==> config.mk <==
export PLATFORM = sky130hd
export DESIGN_NAME = zeroriscy_multdiv_issue_flat
export DESIGN_NICKNAME = d
export VERILOG_FILES = /design/src/rtl/zeroriscy_multdiv_issue_if.sv /design/src/rtl/zeroriscy_multdiv_issue.sv /design/src/flat_wrapper.sv
export SDC_FILE = /design/constraint.sdc
export NUM_CORES = 1
export LEC_CHECK = 0
export BUFFER_PORTS_ARGS = -buffer_cell sky130_fd_sc_hd__buf_2
export CAP_MARGIN = 0
export CORE_MARGIN = 1
export CORE_UTILIZATION = 47
export CTS_CLUSTER_DIAMETER = 150
export DETAILED_ROUTE_END_ITERATION = 7
export PLACE_DENSITY_LB_ADDON = 0.3
export SLEW_MARGIN = 20
export SYNTH_ARGS = -nofsm -noshare
export SYNTH_HDL_FRONTEND = slang
export SYNTH_SLANG_ARGS = --single-unit
export TNS_END_PERCENT = 100
==> constraint.sdc <==
create_clock -name clk -period 2 [get_ports clk]
set_clock_uncertainty 0.05 [all_clocks]
set_input_delay 0.1 -clock clk [delete_from_list [all_inputs] [get_ports clk]]
set_output_delay 0.1 -clock clk [all_outputs]
set_load 0.01 [all_outputs]
==> src/rtl/zeroriscy_multdiv_issue_if.sv <==
// zeroriscy_multdiv_issue_if: request, multdiv-unit and writeback signals of the mult/div issue stage.
interface zeroriscy_multdiv_issue_if #(parameter int LAT_W = 6);
    logic             req_valid;
    logic             req_ready;
    logic [1:0]       req_operator;
    logic [1:0]       req_signed_mode;
    logic [31:0]      req_op_a;
    logic [31:0]      req_op_b;
    logic [4:0]       req_rd;
    logic             flush;
    logic             mult_en;
    logic             div_en;
    logic [1:0]       operator;
    logic [1:0]       signed_mode;
    logic [31:0]      op_a;
    logic [31:0]      op_b;
    logic             md_ready;
    logic [31:0]      md_result;
    logic             wb_valid;
    logic             wb_ready;
    logic [31:0]      wb_result;
    logic [4:0]       wb_rd;
    logic             busy;
    logic [LAT_W-1:0] last_lat;

    modport slave (
        input  req_valid, req_operator, req_signed_mode, req_op_a, req_op_b, req_rd, flush,
               md_ready, md_result, wb_ready,
        output req_ready, mult_en, div_en, operator, signed_mode, op_a, op_b,
               wb_valid, wb_result, wb_rd, busy, last_lat
    );

    modport master (
        output req_valid, req_operator, req_signed_mode, req_op_a, req_op_b, req_rd, flush,
               md_ready, md_result, wb_ready,
        input  req_ready, mult_en, div_en, operator, signed_mode, op_a, op_b,
               wb_valid, wb_result, wb_rd, busy, last_lat
    );
endinterface

==> src/rtl/zeroriscy_multdiv_issue.sv <==
// zeroriscy_multdiv_issue: issues one mult/div op, holds the unit steady to completion, buffers the result.
module zeroriscy_multdiv_issue #(
    parameter int LAT_W = 6
) (
    input logic                        clk,
    input logic                        rst_n,
    zeroriscy_multdiv_issue_if.slave   io
);
    typedef enum logic [1:0] {IDLE, BUSY, DRAIN, HOLD} state_t;

    state_t             state, state_n;
    logic [1:0]         operator, signed_mode;
    logic [31:0]        op_a, op_b, result;
    logic [4:0]         rd;
    logic               mult_en, div_en;
    logic [LAT_W-1:0]   cnt, cnt_inc, last_lat;
    logic               accept, md_done;

    assign io.req_ready = ~io.flush & (state == IDLE | (state == HOLD & io.wb_ready));
    assign accept       = io.req_valid & io.req_ready;
    // The unit has no kill input, so a flushed op still runs until md_ready
    assign md_done      = (state == BUSY | state == DRAIN) & io.md_ready;
    assign cnt_inc      = &cnt ? cnt : cnt + LAT_W'(1);

    always_comb begin
        state_n = state;
        case (state)
            IDLE:  state_n = accept ? BUSY : IDLE;
            BUSY:  state_n = io.md_ready ? (io.flush ? IDLE : HOLD) : (io.flush ? DRAIN : BUSY);
            DRAIN: state_n = io.md_ready ? IDLE : DRAIN;
            HOLD:  state_n = io.flush ? IDLE : io.wb_ready ? (accept ? BUSY : IDLE) : HOLD;
        endcase
    end

    always_ff @(posedge clk or negedge rst_n) begin
        if (!rst_n) begin
            state       <= IDLE;
            operator    <= '0;
            signed_mode <= '0;
            op_a        <= '0;
            op_b        <= '0;
            rd          <= '0;
            result      <= '0;
            mult_en     <= 1'b0;
            div_en      <= 1'b0;
            cnt         <= '0;
            last_lat    <= '0;
        end else begin
            state <= state_n;
            if (accept) begin
                operator    <= io.req_operator;
                signed_mode <= io.req_signed_mode;
                op_a        <= io.req_op_a;
                op_b        <= io.req_op_b;
                rd          <= io.req_rd;
                cnt         <= '0;
                mult_en     <= ~io.req_operator[1];
                div_en      <= io.req_operator[1];
            end else if (md_done) begin
                mult_en <= 1'b0;
                div_en  <= 1'b0;
            end
            if (state == BUSY)
                cnt <= cnt_inc;
            if (state == BUSY & io.md_ready & ~io.flush) begin
                result   <= io.md_result;
                last_lat <= cnt_inc;
            end
        end
    end

    assign io.mult_en     = mult_en;
    assign io.div_en      = div_en;
    assign io.operator    = operator;
    assign io.signed_mode = signed_mode;
    assign io.op_a        = op_a;
    assign io.op_b        = op_b;
    assign io.wb_valid    = state == HOLD;
    assign io.wb_result   = result;
    assign io.wb_rd       = rd;
    assign io.busy        = state != IDLE;
    assign io.last_lat    = last_lat;
endmodule
==> src/flat_wrapper.sv <==
// flat-port wrapper written by rule: the top's interface ports become plain ports
module zeroriscy_multdiv_issue_flat 
#(
    parameter int LAT_W = 6
)
  (clk, rst_n, io_req_valid, io_req_operator, io_req_signed_mode, io_req_op_a, io_req_op_b, io_req_rd, io_flush, io_md_ready, io_md_result, io_wb_ready, io_req_ready, io_mult_en, io_div_en, io_operator, io_signed_mode, io_op_a, io_op_b, io_wb_valid, io_wb_result, io_wb_rd, io_busy, io_last_lat);
  zeroriscy_multdiv_issue_if #(.LAT_W(LAT_W)) io_i ();
  input logic clk;
  input logic rst_n;
  input wire logic [$bits(io_i.req_valid)-1:0] io_req_valid;
  input wire logic [$bits(io_i.req_operator)-1:0] io_req_operator;
  input wire logic [$bits(io_i.req_signed_mode)-1:0] io_req_signed_mode;
  input wire logic [$bits(io_i.req_op_a)-1:0] io_req_op_a;
  input wire logic [$bits(io_i.req_op_b)-1:0] io_req_op_b;
  input wire logic [$bits(io_i.req_rd)-1:0] io_req_rd;
  input wire logic [$bits(io_i.flush)-1:0] io_flush;
  input wire logic [$bits(io_i.md_ready)-1:0] io_md_ready;
  input wire logic [$bits(io_i.md_result)-1:0] io_md_result;
  input wire logic [$bits(io_i.wb_ready)-1:0] io_wb_ready;
  output wire logic [$bits(io_i.req_ready)-1:0] io_req_ready;
  output wire logic [$bits(io_i.mult_en)-1:0] io_mult_en;
  output wire logic [$bits(io_i.div_en)-1:0] io_div_en;
  output wire logic [$bits(io_i.operator)-1:0] io_operator;
  output wire logic [$bits(io_i.signed_mode)-1:0] io_signed_mode;
  output wire logic [$bits(io_i.op_a)-1:0] io_op_a;
  output wire logic [$bits(io_i.op_b)-1:0] io_op_b;
  output wire logic [$bits(io_i.wb_valid)-1:0] io_wb_valid;
  output wire logic [$bits(io_i.wb_result)-1:0] io_wb_result;
  output wire logic [$bits(io_i.wb_rd)-1:0] io_wb_rd;
  output wire logic [$bits(io_i.busy)-1:0] io_busy;
  output wire logic [$bits(io_i.last_lat)-1:0] io_last_lat;
  assign io_i.req_valid = io_req_valid;
  assign io_i.req_operator = io_req_operator;
  assign io_i.req_signed_mode = io_req_signed_mode;
  assign io_i.req_op_a = io_req_op_a;
  assign io_i.req_op_b = io_req_op_b;
  assign io_i.req_rd = io_req_rd;
  assign io_i.flush = io_flush;
  assign io_i.md_ready = io_md_ready;
  assign io_i.md_result = io_md_result;
  assign io_i.wb_ready = io_wb_ready;
  assign io_req_ready = io_i.req_ready;
  assign io_mult_en = io_i.mult_en;
  assign io_div_en = io_i.div_en;
  assign io_operator = io_i.operator;
  assign io_signed_mode = io_i.signed_mode;
  assign io_op_a = io_i.op_a;
  assign io_op_b = io_i.op_b;
  assign io_wb_valid = io_i.wb_valid;
  assign io_wb_result = io_i.wb_result;
  assign io_wb_rd = io_i.wb_rd;
  assign io_busy = io_i.busy;
  assign io_last_lat = io_i.last_lat;
  zeroriscy_multdiv_issue #(.LAT_W(LAT_W)) u_core (.clk(clk), .rst_n(rst_n), .io(io_i));
endmodule
==> run_results.csv, run 1 <==
group,metric,value,unit
run_status,outcome,"finished, final reports clean",
routing,routed_wl,14790,um
synth,synth_cell_types,44,
critical_path,path_class,"flip-flop to flip-flop",
sta,rsz0062_at_grt,"no",
power,p_int,6728,uW
synth,synth-edff-count,0,
power,sequentialPowerShare,0.389,
global_routing,grt_pass1_vias,4679,
routing,ant_nets,0,
global_routing,grt_max_degree,48,
critical_path,crit_arrival,2.22,ns
synth,synth_area,5020,um^2
synth,syn_nets,519,
die,num_rows,37,
power,cellPowerDensity,1229,nW/um^2
final_layout,final_cell_count_no_fill,888,
routing,via_per_inst,4.988,
synth,synth_commonest_cells,"dfrtp_1 (121), nand2_1 (106), mux2_2 (53)",
power,p_clk_frac,0.308,
synth,yosys.area.top_type,"dfrtp_1",
sta,worst_pin_slew,0.5332,ns
routing,vias,4429,
sta,finalHoldViolCount,0,
power,peakVddDrop,0.6740,mV
global_routing,grt_pass1_wl,24020,um
clock_tree,clk_path_buf_depth,2,
global_routing,grt_use_total,0.2819,
sta,maxSlewHeadroom,0.6445,
routing,drtIter0Drc,317,
power,p_sw_frac,0.3132,
final_layout,final_area,7974,um^2
clock_tree,cts-buffers-inserted,17,
clock_tree,clkTransAtPathRegs,0.06,ns
clock_tree,htree_levels,4,
synth,synth.most_common_cell,"dfrtp_1",
final_layout,diodes,0,
placed_design,placed_area,6290,um^2
clock_tree,clkSinkCount,121,
sta,fmax,528.9,MHz
global_routing,antenna_found_initial,0,
critical_path,critical_path.startpoint_type,"flip-flop",
placed_design,hpwl,8374,um
placed_design,place_congestion,0.7976,
synth,yosysSeqAreaShare,0.6032,
global_routing,overflow,0,
critical_path,required,2.33,ns
final_layout,register_area,3028,um^2
clock_tree,cts_tree,"built",
synth,netlist_instances,400,
routing,routedWlPerCell,16.66,um
synth,synthArstFlopShare,1.000,
synth,yosysWarnings,0,
power,p_sw,3068,uW
die,ios,227,
synth,yosysTopAreaCellShare,0.6032,
die,die_x,105.3,um
synth,synth_flop_cell,"dfrtp_1",
run,cap_violations,0,
clock_tree,cts-root-buf,"clkbuf_8",
synth,postSynthAreaPerCell,12.55,um^2
placed_design,io_buffers,226,
final_layout,fill_cells,612,
critical_path,cp_max_fo,47,
final_layout,multi_input_area,1798,um^2
die,fp.dieH,105.3,um
clock_tree,cts_setup_buffers,0,
die,start_util,0.4862,
clock_tree,clock_latency,0.50,ns
sta,setup_viol_count_final,0,
final_layout,fin_nets,860,
routing,drt-pass1-iter-count,5,
critical_path,cp-end-kind,"flip-flop",
die,core_area,10320,um^2
sta,maxSlewViolCount,0,
min_path,hold_path_class,"input port to async pin",
die,die_area,11100,um^2
sta,period_share,0.9453,
power,combPwrFrac,0.302,
sta,holdWs,0.09180,ns
power,p_total,9796,uW
sta,fin_tns_setup,0,ns
power,power.leakage,0.004019,uW
sta,period_minus_slack,1.891,ns
routing,route.detailed.drc,0,
synth,ys_ff_latch,121,
final_layout,drive_gt1_frac,0.4521,
final_layout,area_growth,58.85,%
synth,synth_area_leaders,"dfrtp_1 (60%), mux2_2 (12%), nand2_1 (7.9%)",
placed_design,dp.cells,748,
registers in the layout (all words and copies together), names as in the netlist:
register               count
u_core.io.op_b            32
u_core.state               2
u_core.cnt                 6
u_core.io.wb_rd            5
u_core.io.last_lat         6
u_core.io.mult_en          1
u_core.io.operator         2
u_core.io.wb_result       32
u_core.io.op_a            32
u_core.io.div_en           1
u_core.io.signed_mode      2
area by class of cell:
type                       instances  share of cell area
timing repair buffer             344              0.2956
clock buffer                      22             0.05806
tap                              136             0.02134
clock inverter                     8             0.01506
sequential                       121              0.3797
multi-input combinational        247              0.2255
inverter                          10            0.004707
cells in the final DEF (no fill, tap or decap), drive strengths merged, types with 4 or more instances in the layout:
| cell type | instances |
|---|---|
| dlygate4sd3 | 110 |
| clkbuf | 22 |
| a31oi | 4 |
| dfrtp | 121 |
| o21ai | 6 |
| mux2 | 73 |
| ha | 8 |
| nand2 | 106 |
| inv | 10 |
| buf | 234 |
| nor2 | 9 |
| a21oi | 9 |
worst max-delay path, stage by stage (launching register included):
cell	delay, ns
dfrtp_1	0.40
inv_1	0.12
ha_1	0.24
a21oi_4	0.06
nor2_4	0.18
buf_12	0.30
mux2_2	0.39
final timing paths:
check / endpoint / slack, ns / from / cells after the start
max in group asynchronous: u_core.io.op_b[2] / 1.19 / rst_n / 3
setup reg to reg: u_core.io.op_a[17] / 0.11 / u_core.state[0] / 6
setup / recovery: u_core.io.op_a[17] / 0.11 / u_core.state[0] / 6
hold reg to reg: u_core.io.wb_result[8] / 0.42 / u_core.io.wb_result[8] / 2
min in group clk: u_core.io.wb_result[7] / 0.28 / io_md_result[7] / 4
hold / removal: u_core.io.op_b[18] / 0.09 / rst_n / 2
metal layers:
layer / vias to the layer above / part of all wire / global-route usage
met1: 2152 / 0.39 / 0.3373
met5: - / 0 / 0
met2: 232 / 0.51 / 0.4868
met4: 0 / 0.017 / 0.1046
met3: 22 / 0.078 / 0.07483
li1: 2023 / - / -
power by group through the flow:
stage	Clock [uW]	Combinational, uW	Sequential (uW)
floorplan	0	1110	4130
global placement	0	2640	3730
detailed placement	0	2710	3780
CTS	3050	2880	3760
global route	3200	3210	3910
finish	3020	2960	3820
metrics by stage:
stage	setup slack [ns]	util
global placement	0.2343	0.6093
global route	0.04371	0.7724
finish	0.1094	0.7724
detailed placement	0.1507	0.6093
floorplan	0.3270	-
CTS	0.1365	0.7724
cells by family after synthesis:
kind of cell	synth area share
simple gates	0.1092
fa+ha+maj	0.01994
mux	0.1847
flops	0.6032
xor+xnor	0.001745
buf+inv	0.03863
compound gates	0.04263
what timing repair did:
item / CTS / global route
gates resized for setup: 0 / 0
hold buffers: 110 / 0
hold endpoints to repair: 231 / 0
(Power assumes the default switching activity.)
==> inputs of run 2 (changes only) <==
CORE_UTILIZATION = 49   (was 47)
CTS_BUF_LIST = sky130_fd_sc_hd__clkbuf_4   (was not set)
RECOVER_POWER = 100   (was not set)
==> run 2 against run 1 <==
  * The flow now finishes with violations (slew limit)
  * Register-to-register slack about the same
  * Total power down 14%
  * Sequential power about the same
  * First-iteration DRC count down 39%
  * Count of clock-buffer cells in the layout down 2
  * Critical path depth unchanged
  * Global-route usage up 1.4 points
  * Routed wire length up 5.1%
  * Sequential share of layout area up 2.6 points
  * Non-clock buffer count unchanged
  * Combinational power down 10%
  * Critical endpoint is now u_core.io.op_b[19]
==> run_results.csv, run 2 (synthesis results as in run 1) <==
group,metric,value,unit
run_status,outcome,"finished, violations left",
run_status,violations,"slew limit",
die,num_rows,36,
die,fp.dieH,103.2,um
clock_tree,clk_path_buf_depth,2,
clock_tree,cts-buffers-inserted,17,
clock_tree,cts-root-buf,"clkbuf_4",
final_layout,fin_nets,860,
placed_design,place_congestion,0.7847,
power,power.leakage,0.003479,uW
routing,met3_length,1155,um
final_layout,diodes,0,
sta,rsz0062_at_grt,"no",
critical_path,path_class,"flip-flop to flip-flop",
sta,maxSlewViolCount,107,
final_layout,drive_gt1_frac,0.2692,
min_path,holdPathStages,4,
final_layout,fill_cells,710,
placed_design,dp_slack,0.1444,ns
critical_path,required,2.31,ns
min_path,hold_path_class,"input port to flip-flop",
clock_tree,clkSinkCount,121,
routing,wl_met2,8045,um
final_layout,layout_commonest_cell,"dfrtp_1",
critical_path,rr_worst_depth,6,
run,cap_violations,0,
critical_path,max_stage_delay,0.42,ns
power,peakVddDrop,0.7357,mV
critical_path,worst-path-buf-inv,2,
clock_tree,cts_tree,"built",
sta,finalHoldViolCount,0,
sta,worst_slack,0.1227,ns
clock_tree,clkTransAtPathRegs,0.11,ns
sta,fin_tns_setup,0,ns
die,start_util,0.5089,
placed_design,hpwl,8343,um
global_routing,overflow,0,
placed_design,io_buffers,226,
global_routing,grt_pass1_vias,4697,
final_layout,register_area,3028,um^2
critical_path,cp_max_fo,43,
final_layout,area_growth,48.70,%
critical_path,cp.depth,6,
sta,maxSlewHeadroom,-0.01195,
routing,drtIter0Drc,193,
die,core_area,9864,um^2
final_layout,final_cell_mix,"dfrtp_1 (121), clkbuf_1 (117), dlygate4sd3_1 (111), buf_2 (108), nand2_1 (106)",
routing,routedWlPerCell,17.53,um
critical_path,critical_path.startpoint_type,"flip-flop",
critical_path,worst_path_dominant_cell_family,"flip-flops",
clock_tree,clock_latency,0.48,ns
routing,route.detailed.drc,0,
routing,drt-pass1-iter-count,4,
global_routing,grt_use_total,0.2958,
sta,worst_pin_slew,1.518,ns
routing,via_per_inst,4.986,
routing,routed_wl,15550,um
global_routing,grt_pass1_wl,22970,um
critical_path,slowest_stage,"dfrtp_1",
global_routing,grt_max_degree,122,
routing,highest_layer,"met4",
power,cellPowerDensity,1130,nW/um^2
sta,period_share,0.9387,
die,die_area,10650,um^2
critical_path,cp-end-kind,"flip-flop",
routing,ant_nets,0,
routing,vias,4423,
die,ios,227,
critical_path,crit_arrival,2.19,ns
global_routing,antenna_found_initial,0,
die,die_x,103.2,um
sta,setup_viol_count_final,0,
sta,fmax,532.7,MHz
routing,wl_met1,5718,um
clock_tree,htree_levels,4,
critical_path,worstPathCellList,"inv_1 > ha_1 > a21oi_4 > nor2_4 > buf_12 > mux2_1",
sta,period_minus_slack,1.877,ns
final_layout,multi_input_area,1723,um^2
sta,holdWs,0.2957,ns
critical_path,ff2ff_setup_slack,0.12,ns
==> run 2: changes by cell type in the layout (fill, tap and decap cells not counted), sizes merged <==
cell,delta
inv,+1
clkinvlp,+1
clkbuf,+117
buf,-120
dlygate4sd3,+1
clkinv,+1
bufinv,+1
==> run 2: worst paths after layout <==
path                                       start                      end
max                              u_core.state[0]       u_core.io.op_b[19]
min                              io_md_result[8]   u_core.io.wb_result[8]
max reg2reg                      u_core.state[0]       u_core.io.op_b[19]
min reg2reg                u_core.io.last_lat[5]    u_core.io.last_lat[5]
max in group asynchronous                  rst_n        u_core.io.op_a[7]
min in group asynchronous                  rst_n  u_core.io.wb_result[24]
==> run 2: layer usage <==
| metal | vias to the layer above | global-route usage |
|---|---|---|
| li1 | 2025 | - |
| met1 | 2118 | 0.3040 |
| met3 | 51 | 0.09879 |
| met4 | 0 | 0.1625 |
| met2 | 229 | 0.5313 |
| met5 | - | 0 |
==> run 2: tightest hold or removal path, cell delays in order <==
cell and delay (ns):
dlygate4sd3_1 0.52, buf_2 0.10, nand2_1 0.04, nand2_1 0.05
==> run 2: metrics by stage <==
| step | power, uW | util | cells | area, um^2 |
|---|---|---|---|---|
| after floorplan | 5237 | - | 400 | 5020 |
| after global placement | 6362 | 0.6352 | 744 | 6266 |
| after detailed placement | 6499 | 0.6352 | 744 | 6266 |
| after CTS | 8621 | 0.7807 | 887 | 7701 |
| after global routing | 8962 | 0.7567 | 887 | 7465 |
| final | 8437 | 0.7567 | 887 | 7465 |
==> run 2: final cells by class <==
| cell class | count | area share |
|---|---|---|
| flip-flops and latches | 121 | 0.4056 |
| repair buffers | 344 | 0.2928 |
| multi-input cells | 247 | 0.2308 |
| clock inverters | 12 | 0.02330 |
| well taps | 133 | 0.02229 |
| clock buffers | 20 | 0.02011 |
| inverters | 10 | 0.005028 |
==> run 2: report_power, final <==
| group | switching [uW] | leakage (uW) | internal [uW] |
|---|---|---|---|
| clock | 926 | 0.000167 | 1030 |
| sequential | 544 | 0.00146 | 3270 |
| combinational | 1520 | 0.00185 | 1140 |
==> run 2: what timing repair did <==
item | 4_1_cts | 5_1_grt
endpoints found under the setup margin | 0 | 0
hold buffers | 111 | 0
setup buffers | 0 | 0
gates resized for setup | 0 | 0
endpoints found under the hold margin | 232 | 0
==> inputs of run 3 (changes only) <==
ABC_AREA = 0   (was not set)
CAP_MARGIN = 20   (was 0)
CTS_BUF_LIST = sky130_fd_sc_hd__clkbuf_2 sky130_fd_sc_hd__clkbuf_4 sky130_fd_sc_hd__clkbuf_8   (was sky130_fd_sc_hd__clkbuf_4)
==> run 3 against run 2 <==
  * Design area grew 0.87%
  * Critical path type unchanged
  * First-iteration DRC count fell by 18%
  * Worst hold slack got worse by 0.23 ns
  * The run now ends clean
  * Sequential cell count unchanged
  * Via count increased by 0.97%
  * Die area stayed put
  * Largest power group unchanged
==> run_results.csv, run 3 (synthesis results as in run 1) <==
group,metric,value,unit
run_status,outcome,"finished, final reports clean",
critical_path,worstReg2RegEnd,"u_core.io.op_b[20]",
power,peakVddDrop,0.5666,mV
routing,routedWlPerCell,17.83,um
die,ios,227,
critical_path,critical_path.startpoint_type,"flip-flop",
die,die_x,103.2,um
sta,finalHoldViolCount,0,
placed_design,hpwl,8343,um
global_routing,grt_pass1_vias,4746,
min_path,holdPathStages,4,
placed_design,place_congestion,0.7847,
final_layout,layout_commonest_cell,"dfrtp_1",
die,core_area,9864,um^2
critical_path,path_class,"flip-flop to flip-flop",
final_layout,final_cell_mix,"dfrtp_1 (121), clkbuf_1 (116), buf_2 (109), dlygate4sd3_1 (107), nand2_1 (106)",
clock_tree,clk_path_buf_depth,2,
sta,rsz0062_at_grt,"no",
critical_path,cp-end-kind,"flip-flop",
die,start_util,0.5089,
critical_path,cp-startpoint,"u_core.state[0]",
power,power.leakage,0.003510,uW
clock_tree,htree_levels,4,
min_path,hp-start,"io_req_valid",
sta,maxSlewViolCount,0,
die,fp.dieH,103.2,um
final_layout,diodes,0,
critical_path,required,2.25,ns
critical_path,rr_worst_depth,6,
power,cellPowerDensity,1186,nW/um^2
final_layout,fill_cells,685,
clock_tree,cts_setup_buffers,0,
global_routing,grt_use_total,0.3023,
clock_tree,cts-buffers-inserted,17,
critical_path,timing.rr.start,"u_core.state[0]",
routing,drtIter0Drc,158,
clock_tree,post_cts_resized,0,
routing,routed_wl,15740,um
sta,maxSlewHeadroom,0.01265,
sta,period_minus_slack,1.875,ns
routing,via_per_inst,5.058,
placed_design,io_buffers,226,
min_path,hold_path_class,"input port to flip-flop",
final_layout,fin_nets,856,
sta,holdWs,0.06989,ns
clock_tree,clock_latency,0.42,ns
sta,setup_viol_count_final,0,
clock_tree,cts_tree,"built",
routing,route.detailed.drc,0,
clock_tree,cts-root-buf,"clkbuf_8",
critical_path,crit_arrival,2.13,ns
sta,fmax,533.5,MHz
sta,worst_pin_slew,1.481,ns
global_routing,grt_pass1_wl,23590,um
global_routing,grt_max_degree,122,
routing,vias,4466,
die,num_rows,36,
min_path,min_to,"u_core.cnt[5]",
routing,drt-pass1-iter-count,5,
clock_tree,clkSinkCount,121,
clock_tree,clkTransAtPathRegs,0.08,ns
die,die_area,10650,um^2
global_routing,antenna_found_initial,0,
sta,period_share,0.9373,
critical_path,ff2ff_setup_slack,0.13,ns
critical_path,cp_max_fo,43,
run,cap_violations,0,
sta,fin_tns_setup,0,ns
final_layout,drive_gt1_frac,0.2760,
routing,ant_nets,0,
final_layout,area_growth,50.00,%
global_routing,overflow,0,
==> run 3: worst max path at each step <==
| stage | end | slack, ns |
|---|---|---|
| after floorplan | u_core.io.op_b[10] | 0.33 |
| after global placement | u_core.io.signed_mode[1] | 0.24 |
| after detailed placement | u_core.io.op_a[9] | 0.14 |
| after CTS | u_core.io.wb_rd[0] | 0.14 |
| after global routing | u_core.state[1] | 0.04 |
| final | u_core.io.op_b[20] | 0.13 |
==> run 3: timing repair <==
action	in CTS	in global routing
hold buffers	107	0
hold endpoints to repair	228	0
endpoints found under the setup margin	0	0
==> run 3: area by class of cell <==
type                    count  area, um^2  area share
flip-flops and latches    121        3028      0.4021
clock inverters            11       170.2     0.02260
repair buffers            340        2135      0.2835
inverters                  10       37.54    0.004985
well taps                 133       166.4     0.02210
clock buffers              21       270.3     0.03589
multi-input cells         247        1723      0.2288
==> run 3: routing by layer <==
layer  share of wire  global-route usage  vias up
li1                -                   -     2018
met1            0.36              0.3152     2130
met2            0.51              0.5154      256
met3           0.085              0.1183       62
met4           0.043              0.1853        0
met5               0                   0        -
==> run 3: stage by stage <==
step	total power, uW	instance area [um^2]	cells	worst slack, ns	util
after detailed placement	6499	6266	744	0.1444	0.6352
after floorplan	5237	5020	400	0.3270	-
after global routing	9474	7530	883	0.03917	0.7633
after global placement	6362	6266	744	0.2366	0.6352
after CTS	9080	7777	883	0.1370	0.7884
final	8928	7530	883	0.1254	0.7633
==> run 3: power breakdown <==
part	switching, uW	internal, uW	total [uW]	leakage, uW
Sequential	553	3280	3830	0.00146
Combinational	1530	1130	2660	0.00183
Clock	998	1430	2430	0.000217
==> run 3: worst max-delay path, cell delays in order (launching register included) <==
cell	delay, ns
dfrtp_1	0.41
inv_1	0.11
ha_1	0.24
a21oi_4	0.06
nor2_4	0.19
buf_12	0.27
mux2_1	0.40
